==> config.mk <==
export PLATFORM = sky130hd
export DESIGN_NAME = uart_tx_param
export DESIGN_NICKNAME = d
export VERILOG_FILES = /design/src/rtl/uart_pkg.sv /design/src/rtl/uart_tx_param_sync_fifo.sv /design/src/rtl/uart_tx_param.sv
export SDC_FILE = /design/constraint.sdc
export NUM_CORES = 1
export LEC_CHECK = 0
export BUFFER_PORTS_ARGS = -buffer_cell sky130_fd_sc_hd__buf_2
export CAP_MARGIN = 40
export CORE_ASPECT_RATIO = 0.6
export CORE_MARGIN = 2
export CORE_UTILIZATION = 56
export DETAILED_ROUTE_END_ITERATION = 8
export PLACE_DENSITY = 0.73
export SYNTH_ARGS = -nofsm -noshare
export SYNTH_HDL_FRONTEND = slang
export SYNTH_HIERARCHICAL = 1
export SYNTH_SLANG_ARGS = --single-unit
==> constraint.sdc <==
create_clock -name clk -period 5.6 [get_ports clk]
set_input_delay 1.4 -clock clk [delete_from_list [all_inputs] [get_ports clk]]
set_output_delay 1.4 -clock clk [all_outputs]
set_load 0.05 [all_outputs]
==> src/rtl/uart_pkg.sv <==
// Shared definitions for the buffered UART transmitter: FSM state encoding,
// parity-mode encodings and the oversample ratio.
package uart_pkg;

    // Oversample ticks per bit period
    localparam int unsigned OVERSAMPLE = 16;

    // parity_mode encodings; 2'b11 is treated as no parity
    localparam logic [1:0] PAR_NONE = 2'b00;
    localparam logic [1:0] PAR_EVEN = 2'b01;
    localparam logic [1:0] PAR_ODD  = 2'b10;

    // Frame engine states
    typedef enum logic [2:0] {
        ST_IDLE   = 3'd0,
        ST_START  = 3'd1,
        ST_DATA   = 3'd2,
        ST_PARITY = 3'd3,
        ST_STOP   = 3'd4
    } tx_state_t;

endpackage

==> src/rtl/uart_tx_param_sync_fifo.sv <==
// sync_fifo: single-clock FIFO with first-word-fall-through head and
// registered full/empty flags derived from the next occupancy.
module sync_fifo #(
    parameter int unsigned DATA_W = 8,
    parameter int unsigned ADDR_W = 4
) (
    input  logic              clk,
    input  logic              reset_n,
    input  logic              i_wr_en,
    input  logic [DATA_W-1:0] i_wr_data,
    input  logic              i_rd_en,
    output logic [DATA_W-1:0] o_rd_data,
    output logic              o_full,
    output logic              o_empty
);

    localparam int unsigned DEPTH = 1 << ADDR_W;
    localparam int unsigned CNT_W = ADDR_W + 1;

    logic [DATA_W-1:0] r_mem [DEPTH];
    logic [ADDR_W-1:0] r_wr_ptr;
    logic [ADDR_W-1:0] r_rd_ptr;
    logic [CNT_W-1:0]  r_count;
    logic [CNT_W-1:0]  w_count_next;
    logic              r_full;
    logic              r_empty;
    logic              w_push;
    logic              w_pop;

    // A write while full is dropped regardless of a same-cycle pop
    assign w_push = i_wr_en && !r_full;
    assign w_pop  = i_rd_en && !r_empty;

    // Next occupancy; push and pop together leave it unchanged
    always_comb begin
        w_count_next = r_count;
        case ({w_push, w_pop})
            2'b10:   w_count_next = r_count + CNT_W'(1);
            2'b01:   w_count_next = r_count - CNT_W'(1);
            default: w_count_next = r_count;
        endcase
    end

    // Pointers, occupancy and registered flags
    always_ff @(posedge clk or posedge reset_n) begin
        if (reset_n) begin
            r_wr_ptr <= '0;
            r_rd_ptr <= '0;
            r_count  <= '0;
            r_full   <= 1'b0;
            r_empty  <= 1'b1;
        end else begin
            if (w_push) r_wr_ptr <= r_wr_ptr + ADDR_W'(1);
            if (w_pop)  r_rd_ptr <= r_rd_ptr + ADDR_W'(1);
            r_count <= w_count_next;
            r_full  <= (w_count_next == CNT_W'(DEPTH));
            r_empty <= (w_count_next == CNT_W'(0));
        end
    end

    // Storage array, no reset needed
    always_ff @(posedge clk) begin
        if (w_push) r_mem[r_wr_ptr] <= i_wr_data;
    end

    assign o_rd_data = r_mem[r_rd_ptr];
    assign o_full    = r_full;
    assign o_empty   = r_empty;

endmodule

==> src/rtl/uart_tx_param.sv <==
// uart_tx_param: buffered UART transmitter. A sync_fifo feeds a frame engine
// with DBIT data bits, SB_TICK stop ticks and a runtime baud divisor.
// Optional parity is compiled in with the UART_TX_PARITY_EN macro; without it
// parity_mode is ignored and frames carry no parity bit.
module uart_tx_param
    import uart_pkg::*;
#(
    parameter int unsigned DBIT        = 8,
    parameter int unsigned SB_TICK     = 16,
    parameter int unsigned FIFO_ADDR_W = 4,
    parameter int unsigned DVSR_W      = 11
) (
    input  logic              clk,
    input  logic              reset_n,
    input  logic              wr_en,
    input  logic [DBIT-1:0]   wr_data,
    input  logic [DVSR_W-1:0] dvsr,
    input  logic [1:0]        parity_mode,
    output logic              full,
    output logic              empty,
    output logic              tx,
    output logic              tx_busy,
    output logic              tx_done_tick
);

    localparam int unsigned S_MAX = (SB_TICK > OVERSAMPLE) ? SB_TICK : OVERSAMPLE;
    localparam int unsigned S_W   = $clog2(S_MAX);
    localparam int unsigned N_W   = (DBIT > 1) ? $clog2(DBIT) : 1;

    localparam logic [S_W-1:0] S_BIT_LAST  = S_W'(OVERSAMPLE - 1);
    localparam logic [S_W-1:0] S_STOP_LAST = S_W'(SB_TICK - 1);
    localparam logic [N_W-1:0] N_LAST      = N_W'(DBIT - 1);

    tx_state_t         r_state;
    tx_state_t         w_state_next;
    logic [DVSR_W-1:0] r_cnt;
    logic [DVSR_W-1:0] w_cnt_next;
    logic [DVSR_W-1:0] r_dvsr;
    logic [S_W-1:0]    r_s;
    logic [S_W-1:0]    w_s_next;
    logic [N_W-1:0]    r_n;
    logic [N_W-1:0]    w_n_next;
    logic [DBIT-1:0]   r_data;
    logic [DBIT-1:0]   w_data_next;
    logic              r_tx;
    logic              w_tx_next;
    logic              r_busy;
    logic              r_done;
    logic              w_done_next;
    logic              w_s_tick;
    logic              w_pop;
    logic [DBIT-1:0]   w_fifo_data;
    logic              w_fifo_empty;
`ifdef UART_TX_PARITY_EN
    logic              r_par_en;
    logic              r_par_bit;
`else
    logic              w_unused_cfg;
    assign w_unused_cfg = ^{parity_mode, PAR_NONE, PAR_EVEN, PAR_ODD};
`endif

    // Write-side buffer; head is popped as a frame starts
    sync_fifo #(
        .DATA_W (DBIT),
        .ADDR_W (FIFO_ADDR_W)
    ) u_fifo (
        .clk       (clk),
        .reset_n   (reset_n),
        .i_wr_en   (wr_en),
        .i_wr_data (wr_data),
        .i_rd_en   (w_pop),
        .o_rd_data (w_fifo_data),
        .o_full    (full),
        .o_empty   (w_fifo_empty)
    );

    assign empty = w_fifo_empty;

    // Oversample tick: counter runs 0..r_dvsr outside IDLE
    assign w_s_tick = (r_state != ST_IDLE) && (r_cnt == r_dvsr);

    // Tick counter next value; restarts at 0 for each frame
    always_comb begin
        w_cnt_next = r_cnt + DVSR_W'(1);
        if ((r_state == ST_IDLE) || (w_state_next == ST_IDLE) || w_s_tick) begin
            w_cnt_next = '0;
        end
    end

    // Frame engine next-state and next-line-level logic
    always_comb begin
        w_state_next = r_state;
        w_s_next     = r_s;
        w_n_next     = r_n;
        w_data_next  = r_data;
        w_tx_next    = r_tx;
        w_pop        = 1'b0;
        case (r_state)
            ST_IDLE: begin
                w_tx_next = 1'b1;
                if (!w_fifo_empty) begin
                    w_state_next = ST_START;
                    w_s_next     = '0;
                    w_n_next     = '0;
                    w_data_next  = w_fifo_data;
                    w_pop        = 1'b1;
                    w_tx_next    = 1'b0;
                end
            end
            ST_START: begin
                if (w_s_tick) begin
                    if (r_s == S_BIT_LAST) begin
                        w_state_next = ST_DATA;
                        w_s_next     = '0;
                        w_n_next     = '0;
                        w_tx_next    = r_data[0];
                    end else begin
                        w_s_next = r_s + S_W'(1);
                    end
                end
            end
            ST_DATA: begin
                if (w_s_tick) begin
                    if (r_s == S_BIT_LAST) begin
                        w_s_next    = '0;
                        w_data_next = {1'b0, r_data[DBIT-1:1]};
                        if (r_n == N_LAST) begin
`ifdef UART_TX_PARITY_EN
                            if (r_par_en) begin
                                w_state_next = ST_PARITY;
                                w_tx_next    = r_par_bit;
                            end else begin
                                w_state_next = ST_STOP;
                                w_tx_next    = 1'b1;
                            end
`else
                            w_state_next = ST_STOP;
                            w_tx_next    = 1'b1;
`endif
                        end else begin
                            w_n_next  = r_n + N_W'(1);
                            w_tx_next = r_data[1];
                        end
                    end else begin
                        w_s_next = r_s + S_W'(1);
                    end
                end
            end
`ifdef UART_TX_PARITY_EN
            ST_PARITY: begin
                if (w_s_tick) begin
                    if (r_s == S_BIT_LAST) begin
                        w_state_next = ST_STOP;
                        w_s_next     = '0;
                        w_tx_next    = 1'b1;
                    end else begin
                        w_s_next = r_s + S_W'(1);
                    end
                end
            end
`endif
            ST_STOP: begin
                w_tx_next = 1'b1;
                if (w_s_tick) begin
                    if (r_s == S_STOP_LAST) begin
                        w_state_next = ST_IDLE;
                        w_s_next     = '0;
                    end else begin
                        w_s_next = r_s + S_W'(1);
                    end
                end
            end
            default: begin
                w_state_next = ST_IDLE;
                w_tx_next    = 1'b1;
            end
        endcase
    end

    // Done pulse registered one cycle early so it lands on the last STOP clock
    assign w_done_next = (w_state_next == ST_STOP) && (w_s_next == S_STOP_LAST) &&
                         (w_cnt_next == r_dvsr);

    // State, counters, frame registers and registered outputs
    always_ff @(posedge clk or posedge reset_n) begin
        if (reset_n) begin
            r_state   <= ST_IDLE;
            r_cnt     <= '0;
            r_dvsr    <= '0;
            r_s       <= '0;
            r_n       <= '0;
            r_data    <= '0;
            r_tx      <= 1'b1;
            r_busy    <= 1'b0;
            r_done    <= 1'b0;
`ifdef UART_TX_PARITY_EN
            r_par_en  <= 1'b0;
            r_par_bit <= 1'b0;
`endif
        end else begin
            r_state <= w_state_next;
            r_cnt   <= w_cnt_next;
            r_s     <= w_s_next;
            r_n     <= w_n_next;
            r_data  <= w_data_next;
            r_tx    <= w_tx_next;
            r_busy  <= (w_state_next != ST_IDLE);
            r_done  <= w_done_next;
            if (w_pop) begin
                r_dvsr    <= dvsr;
`ifdef UART_TX_PARITY_EN
                r_par_en  <= (parity_mode != PAR_NONE) && (parity_mode != (PAR_EVEN | PAR_ODD));
                r_par_bit <= (^w_fifo_data) ^ (parity_mode == PAR_ODD);
`endif
            end
        end
    end

    assign tx           = r_tx;
    assign tx_busy      = r_busy;
    assign tx_done_tick = r_done;

endmodule

[Yosys cells after proc, flatten, opt, wreduce, memory -nomap -nowiden]
Memories as Yosys holds them, arrays and structs flattened.
Cells that the tools add are included.
Storage, ports and cells
  register bits: 58
  bits in writable memories: 128
  input bits: 24
  output and inout port bits: 5
  word-level logic and storage cells: 97
  memories kept: 1
Memories
  u_fifo.r_mem: words 16, bits a word 8, rd ports 1, clocked after Yosys merged registers in 0, wr ports 1, RTL line uart_tx_param_sync_fifo.sv:20  | logic [DATA_W-1:0] r_mem [DEPTH];
Cells by class
  $add $sub $neg: 7
  equality and inequality tests: 18
  multiplexer cells: 37
  reduce and logical (&&, ||, !) cells: 20
Operator list (count)
  two-way mux 3 bit: 14
  two-way mux 8 bit: 3
  equality test 11 bit: 2
  case mux 8 bit (2 select lines): 1
  adder 4 x 1 -> 4 bit, second input constant: 3
  two-way mux 4 bit: 3
  != test 2 bit, second input constant: 6
  case mux 3 bit (4 select lines): 1
  adder 11 x 1 -> 11 bit, second input constant: 1
  two-way mux 11 bit: 1
  two-way mux 1 bit: 10
  case mux 5 bit (2 select lines): 1
  equality test 3 bit, second input constant: 3
  case mux 3 bit (3 select lines): 1
  nonzero test 3 bit: 3
  equality test 4 bit, second input constant: 2
  case mux 4 bit (2 select lines): 1
  AND reduction 4 bit: 2
  AND reduction 7 bit: 1
  logical NOT 3 bit: 2
  adder 5 x 1 -> 5 bit, second input constant: 1
  equality test 5 bit, second input constant: 1
  logical AND 1 bit: 5
  logical NOT 5 bit: 1
  11 further kinds: 13

[Longest topological paths before layout]
  word-level depth: 11
  gate-level depth with buffers: 15
  gate-level depth less buffers: 12

[By module]
The synthesis kept the hierarchy.
By module, submodules not included
  sync_fifo: instances 1, cells each 286, area each 5815.6 sq um, sequential area each 4220.3 sq um
  uart_tx_param: instances 1, cells each 251, area each 2529.9 sq um, sequential area each 1077.3 sq um

[Least setup slack after synthesis]
Ideal clock, no wire load.
  path type: input -> register
  start: input port wr_en
  end: register u_fifo.r_full (netlist: u_fifo/o_full)
  setup time: 0.095 ns
  arrival: 3.348 ns
  required time: 5.505 ns
  path slack: 2.157 ns
  cell stages on the path: 10
  path buffers: 0
  path through: nor2b_1 inv_2 nand2_1 xnor2_1 ha_1 a21oi_1 or3_4 a2111o_1 a31o_1 nor4b_2
Between the ends
  cells in the longest elaborated chain, start to end: 4
  elaborated cells between the ends (all ways): 5
  those cells by class: eq/ne (3); mux (1); reduce/logical (1)
RTL lines
  start, declared: RTL line uart_tx_param.sv:15  | input logic wr_en,
  logical AND 1 bit *: RTL line uart_tx_param_sync_fifo.sv:31  | assign w_push = i_wr_en && !r_full;
  equality test 2 x 1 -> 1 bit or equality test 2 bit (tied branches): RTL line uart_tx_param_sync_fifo.sv:37  | case ({w_push, w_pop})
  case mux 5 bit (2 select lines) *: RTL line uart_tx_param_sync_fifo.sv:37
  equality test 5 bit *: RTL line uart_tx_param_sync_fifo.sv:56  | r_full <= (w_count_next == CNT_W'(DEPTH));
  end signal, assigned: RTL line uart_tx_param_sync_fifo.sv:56
  end, declared: RTL line uart_tx_param_sync_fifo.sv:25  | logic r_full;
Every way passes the cells marked *; elsewhere a longest branch is shown, timed or not.
A chain may end at the register's enable or synchronous reset.

[Worst setup path after layout]
  start: input port wr_en
  end: register u_fifo.r_empty (netlist: u_fifo/o_empty)
Between the ends
  cells in the longest elaborated chain, start to end: 4
  elaborated cells between the ends (all ways): 5
  those cells by class: eq/ne (2); mux (1); reduce/logical (2)
RTL lines
  logical AND 1 bit *: RTL line uart_tx_param_sync_fifo.sv:31
  equality test 2 x 1 -> 1 bit or equality test 2 bit (tied branches): RTL line uart_tx_param_sync_fifo.sv:37
  case mux 5 bit (2 select lines) *: RTL line uart_tx_param_sync_fifo.sv:37
  logical NOT 5 bit *: RTL line uart_tx_param_sync_fifo.sv:57  | r_empty <= (w_count_next == CNT_W'(0));
  end signal, assigned: RTL line uart_tx_param_sync_fifo.sv:57
  end, declared: RTL line uart_tx_param_sync_fifo.sv:26  | logic r_empty;
Marked as above.

==> qor.csv <==
stage;metric;value;unit
die;io_pins;29;
job;drv_cap;0;
synth;yosysTopAreaCell;edfxtp_1;
place;place_inst;740;
critical_path;crit_arrival;4.30;ns
critical_path;critPathMaxFanout;13;
die;die_area;15930;um2
global_routing;grt_pass1_vias;4658;
synth;synth_area;8346;um2
critical_path;cp_num_cells;11;
worst_hold_path;whs_path_depth;2;
sta;setup_tns;0;ns
global_routing;gr-usage-all-layers;22.52;%
critical_path;max_stage_delay;0.72;ns
clock_tree;cts_tree;done;
global_routing;grt_max_degree;44;
clock_tree;cts_max_level;4;
clock_tree;clkSlewWorstSetupHoldPaths;0.07;ns
critical_path;r2r_cells;13;
final_layout;nFillCells;1015;
synth;synth_edf_count;128;
critical_path;path_buf_inv;2;
clock_tree;cts_buffers;17;
critical_path;required;5.92;ns
critical_path;crit_family;simple AND/OR/NAND/NOR gates;
final_layout;layout.nets;596;
detailed_routing;drc_errors;0;
final_layout;diodes;0;
worst_hold_path;hp-class;reg2reg;
die;num_rows;34;
sta;fmax;251.2;MHz
clock_tree;cts_hold_buffers;0;
synth;ys.flop_type;edfxtp_1;
critical_path;crit_chain;buf_2 > nor2b_1 > inv_2 > nand2_1 > xnor2_1 > ha_1 > a21oi_1 > or3_4 > a2111o_1 > a31o_1 > nor4_1;
die;die_y;98.56;um
final_layout;fin_cells;772;
synth;synth-seq-area-share;63.48;%
clock_tree;clock_path_buffers;2;
sta;period_share;71.08;%
sta;finalSetupViolCount;0;
final_layout;drive_gt1_share;23.87;%
power_and_ir_drop;ir_drop;0.0001884;V
synth;ys_seq_elements;186;
detailed_routing;detail_route.wirelength;16500;um
clock_tree;cts_resized;0;
global_routing;grt-ovfl-total;0;
synth;async_reset_ff_share;31.18;%
die;die_w;161.6;um
critical_path;critPathKind;in2reg;
sta;final_max_slew_viol_count;0;
sta;finClkSkew;0.01150;ns
sta;whs;0.4800;ns
synth;synth_cells;537;
die;initial_core_util;57.53;%
critical_path;cp-end-kind;flip-flop;
place;io_buffers;26;
sta;finalHoldViolCount;0;
synth;synth.distinct_cells;65;
detailed_routing;avgRoutedWirePerCell;21.37;um
run_status;status;finished clean;
synth;syn_area_per_cell;15.54;um2
detailed_routing;routed_via_density;6.154;
final_layout;area_growth;9.970;%
sta;rsz0062_at_grt;no;
global_routing;antenna_found_initial;0;
detailed_routing;dr.pass1.iters;5;
global_routing;grt_pass1_wl;26320;um
place;dp_hpwl;11310;um
sta;post-route-min-period;3.980;ns
power_and_ir_drop;p_leak;0.003207;uW
place;gp_congestion;0.9534;
sta;max_slew.worst_pin.slew;0.9147;ns
clock_tree;insertion_delay;0.43;ns
power_and_ir_drop;power_density;428.8;nW/um2
detailed_routing;drt_iter0_markers;524;
detailed_routing;final_antenna_net_count;0;
synth;syn_nets;572;
detailed_routing;num_vias;4751;
power_and_ir_drop;power.total;3935;uW
sta;slew_headroom;38.89;%
clock_tree;cts-root-buf;clkbuf_16;
synth;yosysTopAreaCellShare;46.06;%
synth;yosysWarnings;6;
critical_path;cp-start-kind;input pin;
clock_tree;cts_setup_buffers;0;
clock_tree;cts_sinks;186;
die;core-area;14510;um2
critical_path;crit_path_top_delay_cell;nor2b_1;
synth;synth_area_leaders;edfxtp_1, dfrtp_1, mux4_2;
[layout by cell type, fill, tap and decap left out, drive strengths merged, types with 6 or more instances in the layout]
cell type	count
nand3	14
xnor2	30
edfxtp	128
mux2	12
buf	30
nor3	11
mux4	40
inv	20
clkinv	6
nand2	31
nand4	12
nand3b	7
dfrtp	56
mux2i	8
and2	17
clkbuf	18
nor2	26
ha	11
o21ai	18
a21oi	12
[where the power goes]
group | internal, uW | switching, uW | leakage, uW
clock | 587 | 548 | 0.000270
combinational | 423 | 491 | 0.00106
sequential | 1670 | 215 | 0.00188
total | 2680 | 1250 | 0.00321
[state kept, by name (all words and copies together) (netlist names)]
name and flops:
u_fifo/o_full 1, r_cnt 11, u_fifo/o_empty 1, tx_busy 1, r_state 3, tx_done_tick 1
r_data 8, r_dvsr 11, u_fifo/r_count 5, r_s 4, u_fifo/r_rd_ptr 4, u_fifo/r_wr_ptr 4
u_fifo/r_mem 128, r_n 3, tx 1
[per-layer routing]
metal | wire length (um) | vias to the layer above | global-route usage [%]
met1 | 7815 | 2406 | 35.59
met4 | 115 | 0 | 5.975
met3 | 1324 | 11 | 5.219
met2 | 7245 | 203 | 31.82
met5 | 0 | - | 0
li1 | - | 2131 | -
[synth_stat cells (5+ instances only)]
cell	n
mux2_2	12
a21oi_1	12
mux2i_1	8
mux4_2	40
nand4_1	10
nor3_1	9
nor2_1	26
buf_2	5
clkbuf_1	11
o21ai_0	17
ha_1	11
nand2_1	31
dfrtp_1	56
and2_1	17
edfxtp_1	128
inv_1	12
nand3b_1	7
xnor2_1	25
nand3_1	14
[path summary, 6_finish.rpt]
kind | startpoint | slack, ns | end
max | wr_en | 1.62 | u_fifo/o_empty$_DFF_PP1_
min | r_data[7]$_DFFE_PP0P_ | 0.48 | r_data[7]$_DFFE_PP0P_
max reg2reg | r_state[0]$_DFF_PP0_ | 1.92 | u_fifo/o_empty$_DFF_PP1_
min reg2reg | r_data[7]$_DFFE_PP0P_ | 0.48 | r_data[7]$_DFFE_PP0P_
max in group asynchronous | reset_n | 4.08 | u_fifo/r_rd_ptr[1]$_DFFE_PP0P_
min in group asynchronous | reset_n | 1.06 | u_fifo/r_count[0]$_DFF_PP0_
[tightest hold or removal path: cells and delay by family, from the launching register on]
kind | cells | cell delay [ns]
flops | 1 | 0.35
simple gates | 2 | 0.10
[layout make-up]
cell class                      count  area (um2)  area share, %
Clock buffer                       18       429.2          4.676
Clock inverter                     14       130.1          1.418
Inverter                           14       52.55         0.5726
Multi-Input combinational cell    312        2858          31.14
Sequential cell                   186        5300          57.75
Tap cell                          198       247.7          2.699
Timing Repair Buffer               30       160.2          1.745
[cells by family (layout without fill, tap and decap cells)]
group                    Yosys count  in the layout  share of synthesized area (%)
AO/OA/AOI/OAI                     57             57                          4.528
XOR/XNOR                          35             35                          4.423
adder cells (fa/ha/maj)           11             11                          1.649
buffers and inverters             39             76                          2.279
flip-flops                       186            186                          63.48
multiplexers                      60             60                          13.37
AND/OR/NAND/NOR                  149            149                          10.27
[per-stage QoR]
stage	util [%]	setup slack, ns	area, um2
final	63.27	1.620	9178
after floorplan	-	2.157	8346
after global placement	59.36	1.400	8611
after global routing	63.27	1.485	9178
after CTS	63.27	1.656	9178
after detailed placement	59.41	1.205	8618
Power figures use the tool's default switching activity.
